File: config.mk
export PLATFORM = sky130hd
export DESIGN_NAME = uart_step_sequencer
export DESIGN_NICKNAME = d
export VERILOG_FILES = /design/src/rtl/uart_step_sequencer.sv
export SDC_FILE = /design/constraint.sdc
export NUM_CORES = 1
export LEC_CHECK = 0
export CORE_UTILIZATION = 55
export CTS_CLUSTER_SIZE = 20
export DETAILED_ROUTE_END_ITERATION = 8
export GPL_TIMING_DRIVEN = 0
export PLACE_DENSITY = 0.8
export SLEW_MARGIN = 20
export SYNTH_ARGS = -nofsm -noshare
export SYNTH_HDL_FRONTEND = slang
export SYNTH_SLANG_ARGS = --single-unit
File: constraint.sdc
create_clock -name CLK -period 15.89 [get_ports CLK]
set_input_delay 3.178 -clock CLK [delete_from_list [all_inputs] [get_ports CLK]]
set_output_delay 3.178 -clock CLK [all_outputs]
set_load 0.01 [all_outputs]
File: src/rtl/uart_step_sequencer.sv
// uart_step_sequencer: UART-driven debug sequencer that loads testWord, single-steps testClock and replies with probe.
module uart_step_sequencer #(
  parameter int unsigned STEP_LOW_CYCLES = 1,
  parameter int unsigned TIMEOUT = 1000000
) (
  input  logic        CLK,
  input  logic        RST,
  input  logic [7:0]  RXbuffer,
  input  logic        RXready,
  input  logic        TXbusy,
  input  logic [15:0] probe,
  output logic [7:0]  TXbuffer,
  output logic        TXstart,
  output logic [31:0] testWord,
  output logic        testClock,
  output logic        busy,
  output logic        cmdError
);
  typedef enum logic [2:0] {IDLE, LOAD, COUNT, STEP_LOW, STEP_HIGH, TX_SEND, TX_WAIT} state_t;
  state_t state, nxt;
  logic [1:0]  byte_idx;
  logic [23:0] shadow;
  logic [7:0]  steps;
  logic [31:0] low_cnt, tmo_cnt;
  logic [15:0] reply;
  logic        tx_idx, tx_last, low_done, tmo_hit;
  assign low_done = low_cnt == STEP_LOW_CYCLES - 1;
  assign tmo_hit = (state == LOAD || state == COUNT) && !RXready && TIMEOUT != 0 && tmo_cnt + 32'd1 == TIMEOUT;

  always_ff @(posedge CLK or posedge RST)
    if (RST) state <= IDLE;
    else state <= nxt;

  always_comb begin
    nxt = state;
    case (state)
      IDLE:      nxt = !RXready ? IDLE : RXbuffer == 8'h4C ? LOAD : RXbuffer == 8'h53 ? COUNT :
                       RXbuffer == 8'h52 ? TX_SEND : IDLE;
      LOAD:      nxt = tmo_hit ? IDLE : (RXready && byte_idx == 2'd3) ? STEP_LOW : LOAD;
      COUNT:     nxt = tmo_hit ? IDLE : !RXready ? COUNT : RXbuffer == 8'd0 ? TX_SEND : STEP_LOW;
      STEP_LOW:  nxt = low_done ? STEP_HIGH : STEP_LOW;
      STEP_HIGH: nxt = steps == 8'd1 ? TX_SEND : STEP_LOW;
      TX_SEND:   nxt = TXbusy ? TX_SEND : TX_WAIT;
      TX_WAIT:   nxt = (TXstart || TXbusy) ? TX_WAIT : tx_idx == tx_last ? IDLE : TX_SEND;
      default:   nxt = IDLE;
    endcase
  end

  always_comb begin
    testClock = state != STEP_LOW;
    busy = state != IDLE;
  end

  always_ff @(posedge CLK or posedge RST)
    if (RST) begin
      TXbuffer <= '0;
      TXstart  <= 1'b0;
      testWord <= '0;
      cmdError <= 1'b0;
      byte_idx <= '0;
      shadow   <= '0;
      steps    <= '0;
      low_cnt  <= '0;
      tmo_cnt  <= '0;
      reply    <= '0;
      tx_idx   <= 1'b0;
      tx_last  <= 1'b0;
    end else begin
      TXstart  <= 1'b0;
      cmdError <= 1'b0;
      case (state)
        IDLE: if (RXready) begin
          byte_idx <= '0;
          tmo_cnt  <= '0;
          low_cnt  <= '0;
          tx_idx   <= 1'b0;
          tx_last  <= RXbuffer != 8'h4C;
          if (RXbuffer == 8'h52) reply <= probe;
          else if (RXbuffer != 8'h4C && RXbuffer != 8'h53) begin
            TXstart  <= 1'b1;
            TXbuffer <= 8'h15;
            cmdError <= 1'b1;
          end
        end
        LOAD, COUNT: if (RXready) begin
          tmo_cnt  <= '0;
          shadow   <= {RXbuffer, shadow[23:8]};
          byte_idx <= byte_idx + 2'd1;
          steps    <= state == LOAD ? 8'd1 : RXbuffer;
          reply    <= probe;
          if (state == LOAD && byte_idx == 2'd3) testWord <= {RXbuffer, shadow};
        end else if (tmo_hit) cmdError <= 1'b1;
        else tmo_cnt <= tmo_cnt + 32'd1;
        STEP_LOW: low_cnt <= low_done ? '0 : low_cnt + 32'd1;
        STEP_HIGH: begin
          steps <= steps - 8'd1;
          if (steps == 8'd1) reply <= probe;
        end
        TX_SEND: if (!TXbusy) begin
          TXstart  <= 1'b1;
          TXbuffer <= tx_idx ? reply[15:8] : reply[7:0];
        end
        TX_WAIT: if (!TXstart && !TXbusy) tx_idx <= 1'b1;
        default: ;
      endcase
    end
endmodule

Word-level counts from Yosys, hierarchy flattened
Index checks and enable logic that the tools add are counted.
Word-level totals
  register bits after elaboration: 161
  input port bits: 28
  output and inout bits: 44
  word-level logic and storage cells: 123
Cells by class
  add/sub/neg operators: 4
  equality and inequality tests: 25
  multiplexer cells: 49
  reduce and logical (&&, ||, !) cells: 32
Operators by type and width (number)
  $mux 32: 4
  $pmux 32 s2: 2
  $add 32x1->32 const B: 2
  $mux 16: 4
  $mux 8: 7
  $pmux 16 s3: 1
  $mux 3: 11
  $eq 32x20->1 const B: 1
  $logic_not 32->1: 1
  $pmux 8 s2: 2
  $eq 8x7->1 const B: 3
  $pmux 3 s7: 1
  $ne 2x2->1 const B: 8
  $ne 8x7->1 const B: 2
  $reduce_and 3->1: 4
  $mux 2: 5
  $reduce_and 5->1: 2
  $reduce_bool 2->1: 5
  $eq 3x3->1 const B: 3
  $eq 8x1->1 const B: 1
  $logic_not 8->1: 1
  $mux 1: 8
  $reduce_and 2->1: 4
  $sub 8x1->8 const B: 1
  15 further kinds: 27

Depth between registers and ports, before layout
  depth in word-level cells: 7
  gate-level depth with buffers: 12
  depth with buffers taken out: 9

Least setup slack after synthesis
OpenSTA, ideal clock, no wires.
  kind: input to register
  from: input RXready
  to: register reply[0]
  library setup time: 0.125 ns
  arrival: 5.008 ns
  required time: 15.765 ns
  slack: 10.757 ns
  stages on the path: 7
  buffers on the path: 3
  path through: clkbuf_1 -> nor2b_1 -> clkbuf_1 -> a22oi_1 -> o22ai_1 -> buf_2 -> mux2_2
Between the ends
  word-level cells in the longest chain between the ends: 2
  elaborated cells between the ends (all ways): 3
  those cells by class: eq/ne (2); reduce/logical (1)
Ends and longest elaborated chain
  start, declared: RTL line 9  | input logic RXready,
  $ne 2x2->1 (no source line)
  $reduce_and 5->1 (no source line) (*)
  end signal, assigned: RTL line 78  | if (RXbuffer == 8'h52) reply <= probe;
  end signal, assigned: RTL line 90  | reply <= probe;
  end signal, assigned: RTL line 97  | if (steps == 8'd1) reply <= probe;
  end, declared: RTL line 25  | logic [15:0] reply;
Every way passes the cells marked *; elsewhere a longest branch is shown, timed or not.
A chain may end at the register's enable or synchronous reset.

Worst setup path in the final report
  from: input RXbuffer[2]
  to: register reply[1]
Between the ends
  word-level cells in the longest chain between the ends: 3
Ends and longest elaborated chain
  start, declared: RTL line 8  | input logic [7:0] RXbuffer,
  $eq 8x7->1: RTL line 78
  $ne 2x2->1 (no source line)
  $reduce_and 5->1 (no source line)
Every way passes these cells.

==> summary.txt <==
Synth
  – Synth unique cells: 70
  – Synth Net Count: 926
  – Number of synthesized flops with an enable pin: 0
  – Cell Area, Synth: 8452 sq um
  – #FFs+latches synth: 161
  – Top-count cell post-synth: dfrtp_1
  – Synth top cells by count: 161 x dfrtp_1, 149 x nand2_1, 70 x o21ai_0, 62 x nor2_1, 48 x mux2_2
  – Part of the Yosys area used for sequential elements: a little under half
  – Yosys warnings: 0
  – Prevailing post-synth register cell: dfrtp_1
  – Async S/R FF share, synth: 100.0%
  – Synth top area cells: dfrtp_1 48%, nand2_1 6.6%, mux2_2 6.4%, o21ai_0 4.1%, nor2_1 2.8%
  – Area leader, netlist: dfrtp_1
  – Yosys top cell area share: 47.67%
  – Synth Instances: 891
  – Mean area per synthesized cell: ~9.5 sq um

Global routing
  – Grt ovf: 0
  – First-pass GRT wire length: 34.05 mm
  – GRT Util Overall: 26.98%
  – Vias in the first global route: slightly below 7000
  – Largest net degree at the start of global routing: 87
  – Initial antenna violation count: 0

Critical path
  – Max incr delay on CP: 0.70 ns
  – Most used cell, CP: nor2_1
  – Reg2reg end: tmo_cnt[0]
  – Crit. Startpoint: RXbuffer[2]
  – Critical path type: in2reg
  – CP Launch Type: input pin
  – Origin of the critical flop-to-flop path: tmo_cnt[0]
  – Critical Path RT: 16.20 ns
  – Crit path capture type: register
  – CP Cell Sequence: clkdlybuf4s50_1 -> nor3_1 -> nand4_1 -> nor2_1 -> nor2_1 -> o22ai_1 -> buf_2 -> mux2_2
  – Worst EP arrival: 5.88 ns
  – R2r worst-path depth: 11
  – CP max FO: 10
  – Critical-path top delay cell: o22ai_1
  – R2R setup slack: approximately 12 ns
  – Crit path capture: reply[1]

Route
  – Via count: 7263
  – Detailed Route Iter0 Violations: 619
  – Post-Route WL: 20.66 mm
  – Remaining routing DRC violations: 0
  – Vias/cell: around 6
  – Avg WL per Cell: 17.54 microns
  – Final ANT Viol Nets: 0
  – Pre-antenna DRT Iters: 7

Timing
  – Setup violators final: 0
  – Crit path time final: 5.570 ns
  – RSZ-0062 raised after global routing: no
  – Setup total negative slack: 0 ns
  – Final hold vios: 0
  – Final Skew: 0.009568 ns
  – Worst slew margin: between 30% and 40%
  – Fmax: approximately 0.18 GHz
  – Fin. max-slew vios: 0
  – Period utilization: 35.05%
  – Tightest Pin Transition: approximately 0.95 ns

Clocking
  – CTS tree: done
  – Root buf cell: clkbuf_16
  – Post-cts gate resize count: 0
  – CTS H-tree depth: 4
  – Worst-Skew Late Latency: 0.43 ns
  – Worst-case clock buffer depth: 2
  – Total clock sinks: 161
  – Clock Pin Slew Worst Setup and Hold Paths: 0.06 ns
  – Cts hold-fix bufs: 0
  – CTS buffer count: 17
  – Post-CTS Setup Inserts: 0

Final layout
  – Nets: 1017
  – Finished Layout Cells: 1178
  – Layout cells sized above 1: a little under an eighth
  – Final Util: 68.28%
  – Number of antenna diodes: 0
  – Area grow syn2layout: 19.19%

Placed design
  – Placed cells: 1147
  – Port bufs: 70
  – Hpwl dp: between 10 and 15 mm
  – GP Congestion: 0.9047

Die
  – Die width: 126.0 microns
  – # IOs: 72
  – Die H: 126.0 microns
  – Die area: 15870 sq um
  – Row count: 44
  – Initial Util: 57.28%
  – Placeable Area: 14750 sq um

Worst hold path
  – Class of the worst hold path: reg2reg

Power and ir drop
  – Pwr per Cell Area: 87.70 nW/um^2
  – Overall Power: 0.0008834 W
  – Leakage: 4.345 nW
  – Worst IR Drop VDD: about 0.000078 V

Outcome
  – Outcome: finished, final reports clean

Job
  – Maxcap violations: 0
-- where the power goes --
| part | internal, W | total (W) | switching [W] |
|---|---|---|---|
| sequential | 0.000412 | 0.000414 | 0.00000198 |
| combinational | 0.00000989 | 0.0000253 | 0.0000154 |
| clock | 0.000281 | 0.000444 | 0.000164 |
-- cell families after synthesis --
group | synth area share [%]
AOI/OAI and AO/OA | 14.57
xor gates and xnor gates | 2.487
adders and majority gates | 1.036
buffers and inverters | 3.834
DFF | 47.67
muxes | 7.757
and+or+nand+nor | 22.65
-- state kept, by name (all words and copies together), names as in the netlist --
signal and cells:
cmdError 1, tx_last 1, TXstart 1, tx_idx 1, low_cnt 32, shadow 24
steps 8, testWord 32, byte_idx 2, reply 16, TXbuffer 8, tmo_cnt 32
state 3
-- cell type report --
type | count | area (sq um)
plain buffers | 53 | 271.5
clock buffers | 24 | 491.7
clock inverters | 7 | 146.4
fillers | 1162 | 4681
inverters | 14 | 60.06
multi-input cells | 663 | 4109
flip-flops and latches | 161 | 4029
well taps | 184 | 230.2
repair buffers | 72 | 735.7
-- critical path: cells and delay by family --
family / cells / cell delay, ns
buf+inv: 2 / 0.89
compound gates: 1 / 0.70
mux: 1 / 0.37
simple gates: 4 / 0.72
-- per-layer routing --
layer / GRT usage [%] / wire length [microns] / part of all wire [%]
met1: 35.07 / 8755 / 42
met2: 44.69 / 10250 / 50
met3: 4.673 / 1171 / 5.7
met4: 11.48 / 481 / 2.3
met5: 0 / 0 / 0
-- cell usage in the layout (no fill, tap or decap), types with 9 or more instances in the layout --
master,Yosys,final
o21ai_0,70,70
xnor2_1,15,15
clkbuf_1,35,38
nand4_1,24,24
nand2_1,149,149
nand2b_1,14,14
a21oi_1,32,32
nor3_1,21,20
nor4_1,11,11
clkdlybuf4s50_1,0,70
mux2_2,48,48
and3_1,12,12
dfrtp_1,161,161
o31ai_1,16,15
mux2i_1,10,10
inv_1,14,13
nand3_1,25,25
nor2_1,62,62
xor2_1,9,9
a31oi_1,33,33
clkbuf_16,0,17
-- per-stage QoR --
step | hold slack [ns] | cell area, sq um | worst slack [ns]
2_1_floorplan | 0.4402 | 8452 | 8.364
3_3_place_gp | 0.4533 | 9383 | 6.214
3_5_place_dp | 0.4606 | 9435 | 9.856
4_1_cts | 0.4752 | 10070 | 10.31
5_1_grt | 0.4998 | 10070 | 10.10
6_report | 0.4694 | 10070 | 10.32
-- worst min-delay path by stage --
stage	slack, ns	end	start	cells after the start
3_3_place_gp	0.45	shadow[1]	shadow[1]	2
5_1_grt	0.50	shadow[1]	shadow[1]	2
4_1_cts	0.48	shadow[5]	shadow[5]	2
3_5_place_dp	0.46	shadow[5]	shadow[5]	2
2_1_floorplan	0.44	shadow[0]	shadow[0]	2
6_report	0.47	shadow[5]	shadow[5]	2
(Power assumes the default switching activity.)
